$ cat config.mk
export PLATFORM = sky130hd
export DESIGN_NAME = systolic_ctrl4x4
export DESIGN_NICKNAME = d
export VERILOG_FILES = /design/src/rtl/systolic_pkg.sv /design/src/rtl/skew_feeder.sv /design/src/rtl/systolic_ctrl4x4.sv
export SDC_FILE = /design/constraint.sdc
export NUM_CORES = 2
export LEC_CHECK = 0
export CAP_MARGIN = 10
export CORE_ASPECT_RATIO = 1.75
export CORE_MARGIN = 2
export CORE_UTILIZATION = 41
export CTS_BUF_LIST = sky130_fd_sc_hd__clkbuf_16
export CTS_CLUSTER_SIZE = 20
export DETAILED_ROUTE_END_ITERATION = 7
export PLACE_DENSITY = 0.57
export SETUP_SLACK_MARGIN = 0.1
export SYNTH_ARGS = -nofsm -noshare
export SYNTH_HDL_FRONTEND = slang
export SYNTH_SLANG_ARGS = --single-unit
$ cat constraint.sdc
create_clock -name clk -period 5.5 [get_ports clk]
set_clock_uncertainty 0.1 [all_clocks]
set_input_delay 1.375 -clock clk [delete_from_list [all_inputs] [get_ports clk]]
set_output_delay 1.375 -clock clk [all_outputs]
set_load 0.03 [all_outputs]
$ cat src/rtl/systolic_pkg.sv
// Shared constants, FSM state type and bus lane helpers for the 4x4 systolic controller.
package systolic_pkg;

  localparam int unsigned OperandW = 16;
  localparam int unsigned AccW     = 33;
  localparam int unsigned ArrN     = 4;

  typedef enum logic [2:0] {
    StIdle,
    StLoad,
    StClear,
    StFeed,
    StDrain,
    StOut
  } state_e;

  // Lane idx of a packed 4-lane operand bus.
  function automatic logic [OperandW-1:0] lane_dw(input logic [ArrN*OperandW-1:0] bus,
                                                  input int unsigned idx);
    return bus[idx*OperandW +: OperandW];
  endfunction

  // Row of a packed row-major 4x4 accumulator bus (4 lanes, column j in lane j).
  function automatic logic [ArrN*AccW-1:0] row_cw(input logic [ArrN*ArrN*AccW-1:0] bus,
                                                 input int unsigned row);
    return bus[row*ArrN*AccW +: ArrN*AccW];
  endfunction

endpackage

$ cat src/rtl/skew_feeder.sv
// One edge lane: K-deep operand buffer plus a delayed read that emits zero outside its window.
module skew_feeder
  import systolic_pkg::*;
#(
  parameter int unsigned KMAX = 16,
  parameter int unsigned DW   = 16,
  parameter int unsigned IW   = 4,
  parameter int unsigned KW   = 5,
  parameter int unsigned TW   = 6,
  parameter int unsigned LANE = 0
) (
  input  logic          clk,
  input  logic          rst,
  input  logic          wr_en,
  input  logic [IW-1:0] wr_idx,
  input  logic [DW-1:0] wr_data,
  input  logic          feed_on,
  input  logic [TW-1:0] feed_t,
  input  logic [KW-1:0] k,
  output logic [DW-1:0] feed_data
);

  logic [DW-1:0] mem_q [KMAX];
  logic [DW-1:0] feed_d, feed_q;
  logic [TW-1:0] rel;
  logic          hit;

  // Buffer write port; cleared on reset so an aborted job leaves nothing behind.
  always_ff @(posedge clk or negedge rst) begin
    if (!rst) begin
      for (int e = 0; e < int'(KMAX); e++) mem_q[e] <= '0;
    end else if (wr_en) begin
      mem_q[wr_idx] <= wr_data;
    end
  end

  // Lane is delayed by its index; guard t < LANE before subtracting.
  always_comb begin
    rel    = feed_t - TW'(LANE);
    hit    = feed_on && (feed_t >= TW'(LANE)) && (rel < TW'(k));
    feed_d = hit ? mem_q[rel[IW-1:0]] : '0;
  end

  // Registered edge feed; inputs describe the next cycle's t.
  always_ff @(posedge clk or negedge rst) begin
    if (!rst) feed_q <= '0;
    else      feed_q <= feed_d;
  end

  assign feed_data = feed_q;

endmodule

$ cat src/rtl/systolic_ctrl4x4.sv
// Job sequencer for the 4x4 output-stationary systolic array: load, clear, skewed feed,
// drain, capture and row-by-row result streaming.
module systolic_ctrl4x4
  import systolic_pkg::*;
#(
  parameter int unsigned KMAX      = 16,
  parameter int unsigned DRAIN_CYC = 4,
  parameter int unsigned DW        = OperandW,
  parameter int unsigned CW        = AccW
) (
  input  logic             clk,
  input  logic             rst,
  input  logic             start,
  input  logic [4:0]       cfg_k,
  output logic             busy,
  output logic             err,
  input  logic             ld_valid,
  output logic             ld_ready,
  input  logic [4*DW-1:0]  ld_a,
  input  logic [4*DW-1:0]  ld_b,
  output logic             arr_clr,
  output logic [4*DW-1:0]  arr_a,
  output logic [4*DW-1:0]  arr_b,
  input  logic [16*CW-1:0] arr_c,
  output logic             res_valid,
  input  logic             res_ready,
  output logic [1:0]       res_row,
  output logic [4*CW-1:0]  res_data,
  output logic             done
);

  localparam int unsigned IW  = $clog2(KMAX);
  localparam int unsigned KW  = 5;
  localparam int unsigned TW  = $clog2(KMAX + 3) + 1;
  localparam int unsigned DCW = $clog2(DRAIN_CYC + 1);

  state_e         state_q, state_d;
  logic [KW-1:0]  k_q, k_d;
  logic [KW-1:0]  kidx_q, kidx_d;
  logic [TW-1:0]  t_q, t_d;
  logic [DCW-1:0] dcnt_q, dcnt_d;
  logic [1:0]     r_q, r_d;
  logic           err_q, err_d;
  logic           done_q, done_d;
  logic [16*CW-1:0] res_q, res_d;
  logic           ld_wr;
  logic           capture;
  logic           feed_on;

  // Next-state logic for the job FSM and its counters.
  always_comb begin
    state_d = state_q;
    k_d     = k_q;
    kidx_d  = kidx_q;
    t_d     = t_q;
    dcnt_d  = dcnt_q;
    r_d     = r_q;
    err_d   = 1'b0;
    done_d  = 1'b0;
    capture = 1'b0;
    ld_wr   = 1'b0;
    unique case (state_q)
      StIdle: begin
        if (start) begin
          if (cfg_k != '0 && 32'(cfg_k) <= KMAX) begin
            k_d     = cfg_k;
            kidx_d  = '0;
            state_d = StLoad;
          end else begin
            err_d = 1'b1;
          end
        end
      end
      StLoad: begin
        if (ld_valid) begin
          ld_wr  = 1'b1;
          kidx_d = kidx_q + 5'd1;
          if (kidx_q == k_q - 5'd1) state_d = StClear;
        end
      end
      StClear: begin
        t_d     = '0;
        state_d = StFeed;
      end
      StFeed: begin
        t_d = t_q + TW'(1);
        if (t_q == TW'(k_q) + TW'(2)) begin
          dcnt_d  = '0;
          state_d = StDrain;
        end
      end
      StDrain: begin
        dcnt_d = dcnt_q + DCW'(1);
        if (dcnt_q == DCW'(DRAIN_CYC - 1)) begin
          capture = 1'b1;
          r_d     = '0;
          state_d = StOut;
        end
      end
      StOut: begin
        if (res_ready) begin
          r_d = r_q + 2'd1;
          if (r_q == 2'd3) begin
            done_d  = 1'b1;
            state_d = StIdle;
          end
        end
      end
      default: state_d = StIdle;
    endcase
    res_d = capture ? arr_c : res_q;
  end

  // State and counter registers.
  always_ff @(posedge clk or negedge rst) begin
    if (!rst) begin
      state_q <= StIdle;
      k_q     <= '0;
      kidx_q  <= '0;
      t_q     <= '0;
      dcnt_q  <= '0;
      r_q     <= '0;
      err_q   <= 1'b0;
      done_q  <= 1'b0;
      res_q   <= '0;
    end else begin
      state_q <= state_d;
      k_q     <= k_d;
      kidx_q  <= kidx_d;
      t_q     <= t_d;
      dcnt_q  <= dcnt_d;
      r_q     <= r_d;
      err_q   <= err_d;
      done_q  <= done_d;
      res_q   <= res_d;
    end
  end

  // Feeders look at the next state so their registered output lines up with t.
  assign feed_on = (state_d == StFeed);

  for (genvar g = 0; g < 4; g++) begin : g_lane
    skew_feeder #(
      .KMAX (KMAX),
      .DW   (DW),
      .IW   (IW),
      .KW   (KW),
      .TW   (TW),
      .LANE (g)
    ) u_feed_a (
      .clk       (clk),
      .rst       (rst),
      .wr_en     (ld_wr),
      .wr_idx    (kidx_q[IW-1:0]),
      .wr_data   (lane_dw(ld_a, g)),
      .feed_on   (feed_on),
      .feed_t    (t_d),
      .k         (k_q),
      .feed_data (arr_a[g*DW +: DW])
    );

    skew_feeder #(
      .KMAX (KMAX),
      .DW   (DW),
      .IW   (IW),
      .KW   (KW),
      .TW   (TW),
      .LANE (g)
    ) u_feed_b (
      .clk       (clk),
      .rst       (rst),
      .wr_en     (ld_wr),
      .wr_idx    (kidx_q[IW-1:0]),
      .wr_data   (lane_dw(ld_b, g)),
      .feed_on   (feed_on),
      .feed_t    (t_d),
      .k         (k_q),
      .feed_data (arr_b[g*DW +: DW])
    );
  end

  // Status and result outputs decoded from the current state.
  always_comb begin
    busy      = (state_q != StIdle);
    ld_ready  = (state_q == StLoad);
    arr_clr   = (state_q == StClear);
    res_valid = (state_q == StOut);
    res_row   = r_q;
    res_data  = res_valid ? row_cw(res_q, 32'(r_q)) : '0;
    err       = err_q;
    done      = done_q;
  end

endmodule

==> metrics.md <==
| Metric | Value |
|---|---|
| Outcome | finished clean |
| Clock Sinks | roughly 2700 |
| Clock share of power | 24.9% |
| Top Family by Delay on Critical Path | buffers and inverters |
| Max clock buf depth | 4 |
| Worst Setup End Kind | primary output |
| GP Congestion | between 0.9 and 1 |
| Syn_nets | 9449 |
| Worst Path Arrival | approximately 3.8 ns |
| Setup Fix Bufs, Post-CTS | 0 |
| DRT antenna net count | 0 |
| Register share of total power | between 30% and 40% |
| Initial antenna violation count | between 150 and 200 |
| Die height | 726 um |
| Slowest cell on crit path | dfrtp_4 |
| Worst VDD drop | between 0.8 and 0.9 mV |
| Most frequent cells in the layout | dfrtp_1 (2727), mux2_2 (2577), nand2_1 (1045) |
| Vias after detailed routing | roughly 77000 |
| CP Max Fanout | 30 |
| First-pass GRT wire length | about 580000 um |
| Hold WS | approximately 0.38 ns |
| Mapped Area | 122000 um2 |
| Placed insts | ~13000 |
| Leakage | ~67 nW |
| I/O pin total | roughly 930 |
| Worst min-delay path category | in -> async |
| Setup TNS Final | 0 ns |
| Core Box Area | 297000 um2 |
| FP Rows | ~270 |
| Post-Syn Instances | between 8000 and 9000 |
| Synth-to-Final Area Change | 18.5% |
| Tot Pwr | around 74 mW |
| Worst path depth | 4 |
| Fin nets | 10060 |
| Final period util | between 90% and 100% |
| Crit. Startpoint | res_row[0] |
| CP Capture Point | res_data[10] |
| Clock root buffer | clkbuf_16 |
| Actual slew at the worst max-slew pin | about 1.3 ns |
| Worst-path clk slew | approximately 0.06 ns |
| Number of cells upsized or downsized after cts | 0 |
| Power Dens Cells | a little over 500 nW/um2 |
| GRT overflow | 0 |
| Die ar. | slightly above 300000 um2 |
| Post-Place Setup Slack | between 0.9 and 1 ns |
| Crit-path cells | buf_4 > mux4_2 > and3_1 > clkdlybuf4s50_1 |
| Post-Layout Cell Count | between 10000 and 15000 |
| Worst slew margin | around 14% |
| F_max | roughly 190 MHz |
| Most common cell after layout, fill and taps aside | dfrtp_1 |
| P_int | just under 50 mW |
| Yosys cell types | just under 60 |
| Initial drt markers | 5118 |
| Routed len/inst | 29.3 um |
| Commonest register cell after synthesis | dfrtp_1 |
| Worst Setup Start Kind | register |
| Async S/R FF share, synth | 100% |
| Sw frac | between 30% and 40% |
| Number of flops mapped to enable cells by yosys | 0 |
| Crit path time final | around 5.3 ns |
| Sum of buffers and inverters on the critical path | 2 |
| First-pass detailed-route iteration total | 7 |
| Vias in the first global route | 82268 |
| Max-slew violation count | 0 |
| Final Hold Viols | 0 |
| Register area share after synthesis | between 50% and 60% |
| Final Setup Violations | 0 |
| Max stage delay on crit path | around 0.9 ns |
| DRT Wirelength | 398000 um |
| Synth warn | 0 |
| FF+latch count, synth | about 2700 |
| DRC Markers | 0 |
| Layout cells sized above 1 | approximately two fifths |
| Reg2Reg Capture Point | g_lane[3].u_feed_b.feed_data[15] |
| Comb pwr share | between 30 and 40% |
| FF-to-FF setup slack | 0.88 ns |
| CTS Buf Count | 279 |
| Critical path type | reg -> out |
| Worst R2R Path Depth | 14 |
| Max Cap Viol | 0 |
| Largest net degree at the start of global routing | roughly 190 |
| Hpwl dp | ~250000 um |
| FF-to-FF Start | t_q[0] |
| # H-tree levels | 5 |
| GR Util All Layers | 26.1% |
| Initial Utilization | 41.1% |
| Final Worst Setup Slack | between 0.2 and 0.25 ns |
| RSZ-0062 raised after global routing | false |
| Psw | ~25 mW |
| Mean post-synth cell area | ~14 um2 |
| Worst-Skew Late Latency | between 0.8 and 0.9 ns |
| Hold_buf cts | 0 |
| CTS tree | built |
| Die Wd | between 400 and 500 um |
| PortBufs | ~930 |
| CP Data Required Time | between 4 and 5 ns |
| Vias/cell | 5.68 |
==> area by class of cell <==
type,count,area (um2)
inverters,20,90.1
clock buffers,290,7260
repair buffers,1109,11700
clock inverters,190,1200
multi-input cells,5219,50700
diodes,163,408
well taps,3871,4840
flip-flops and latches,2730,68300
fillers,25945,152000
==> cell usage after synthesis, drive strengths merged, types with 4 or more instances <==
| cell type | count | area, um2 |
|---|---|---|
| a22oi | 128 | 961 |
| mux2 | 2577 | 29000 |
| ha | 35 | 438 |
| or4 | 4 | 33.8 |
| mux4 | 420 | 9460 |
| a21oi | 81 | 646 |
| o21ai | 19 | 95.1 |
| a311oi | 128 | 1120 |
| clkbuf | 595 | 2230 |
| dfrtp | 2730 | 68300 |
| nand4 | 4 | 25.0 |
| nor3 | 37 | 185 |
| nand3 | 140 | 701 |
| xor2 | 11 | 96.3 |
| nor2b | 5 | 31.3 |
| buf | 184 | 917 |
| o21a | 5 | 37.5 |
| inv | 20 | 75.1 |
| and2 | 39 | 246 |
| xnor2 | 13 | 129 |
| nor2 | 23 | 86.3 |
| nand2 | 1057 | 3970 |
| nand2b | 6 | 45.0 |
| a31oi | 129 | 807 |
| and3 | 330 | 2060 |
==> power by group through the flow <==
stage | Combinational [mW] | Clock (mW) | Sequential [mW]
finish | 26.3 | 18.3 | 29.1
global route | 28.3 | 19.5 | 29.8
CTS | 26.7 | 18.8 | 29.1
detailed placement | 26.6 | 0 | 29.4
global placement | 26.2 | 0 | 29.0
floorplan | 18.8 | 0 | 28.5
==> cell families (layout without fill, tap and decap cells) <==
| family | count (synthesis) | count (layout) | share of synthesized area (%) |
|---|---|---|---|
| muxes | 2998 | 2998 | 31.6 |
| AOI/OAI and AO/OA | 506 | 506 | 3.12 |
| DFF | 2730 | 2730 | 56.0 |
| other | 0 | 163 | 0 |
| xor gates and xnor gates | 24 | 24 | 0.185 |
| and+or+nand+nor | 1656 | 1656 | 6.14 |
| adders and majority gates | 35 | 35 | 0.359 |
| buffers and inverters | 799 | 1609 | 2.64 |
==> through the flow <==
| step | utilization [%] | cell area [um2] |
|---|---|---|
| after CTS | 48.6 | 144000 |
| after global routing | 48.7 | 145000 |
| after global placement | 45.7 | 136000 |
| after detailed placement | 45.7 | 136000 |
| after floorplan | - | 122000 |
| final | 48.7 | 145000 |
==> registers in the layout (all words and copies together) (netlist names), 3 cells and up <==
| name | cells |
|---|---|
| state_q | 3 |
| g_lane.u_feed_b.mem_q | 1024 |
| kidx_q | 5 |
| res_q | 528 |
| t_q | 6 |
| g_lane.u_feed_a.mem_q | 1024 |
| dcnt_q | 3 |
| g_lane.u_feed_b.feed_data | 64 |
| g_lane.u_feed_a.feed_data | 64 |
| k_q | 5 |
==> layer usage <==
metal  routed length [um]  share of wire [%]  global-route usage [%]
met1               146000                 37                    29.5
met2               204000                 51                    45.6
met3                24900                6.3                    6.08
met4                23100                5.8                    13.8
met5                  624               0.16                       0
==> how the worst min path moves through the flow <==
stage | end | cells past startpoint | slack (ns) | from
floorplan | dcnt_q[2] | 2 | 0.35 | dcnt_q[2]
global placement | dcnt_q[2] | 2 | 0.36 | dcnt_q[2]
detailed placement | dcnt_q[2] | 2 | 0.38 | dcnt_q[2]
CTS | g_lane[2].u_feed_b.mem_q[212] | 1 | 0.35 | rst
global route | g_lane[2].u_feed_b.mem_q[212] | 1 | 0.37 | rst
finish | g_lane[2].u_feed_b.mem_q[212] | 1 | 0.38 | rst
(Power assumes the default switching activity.)
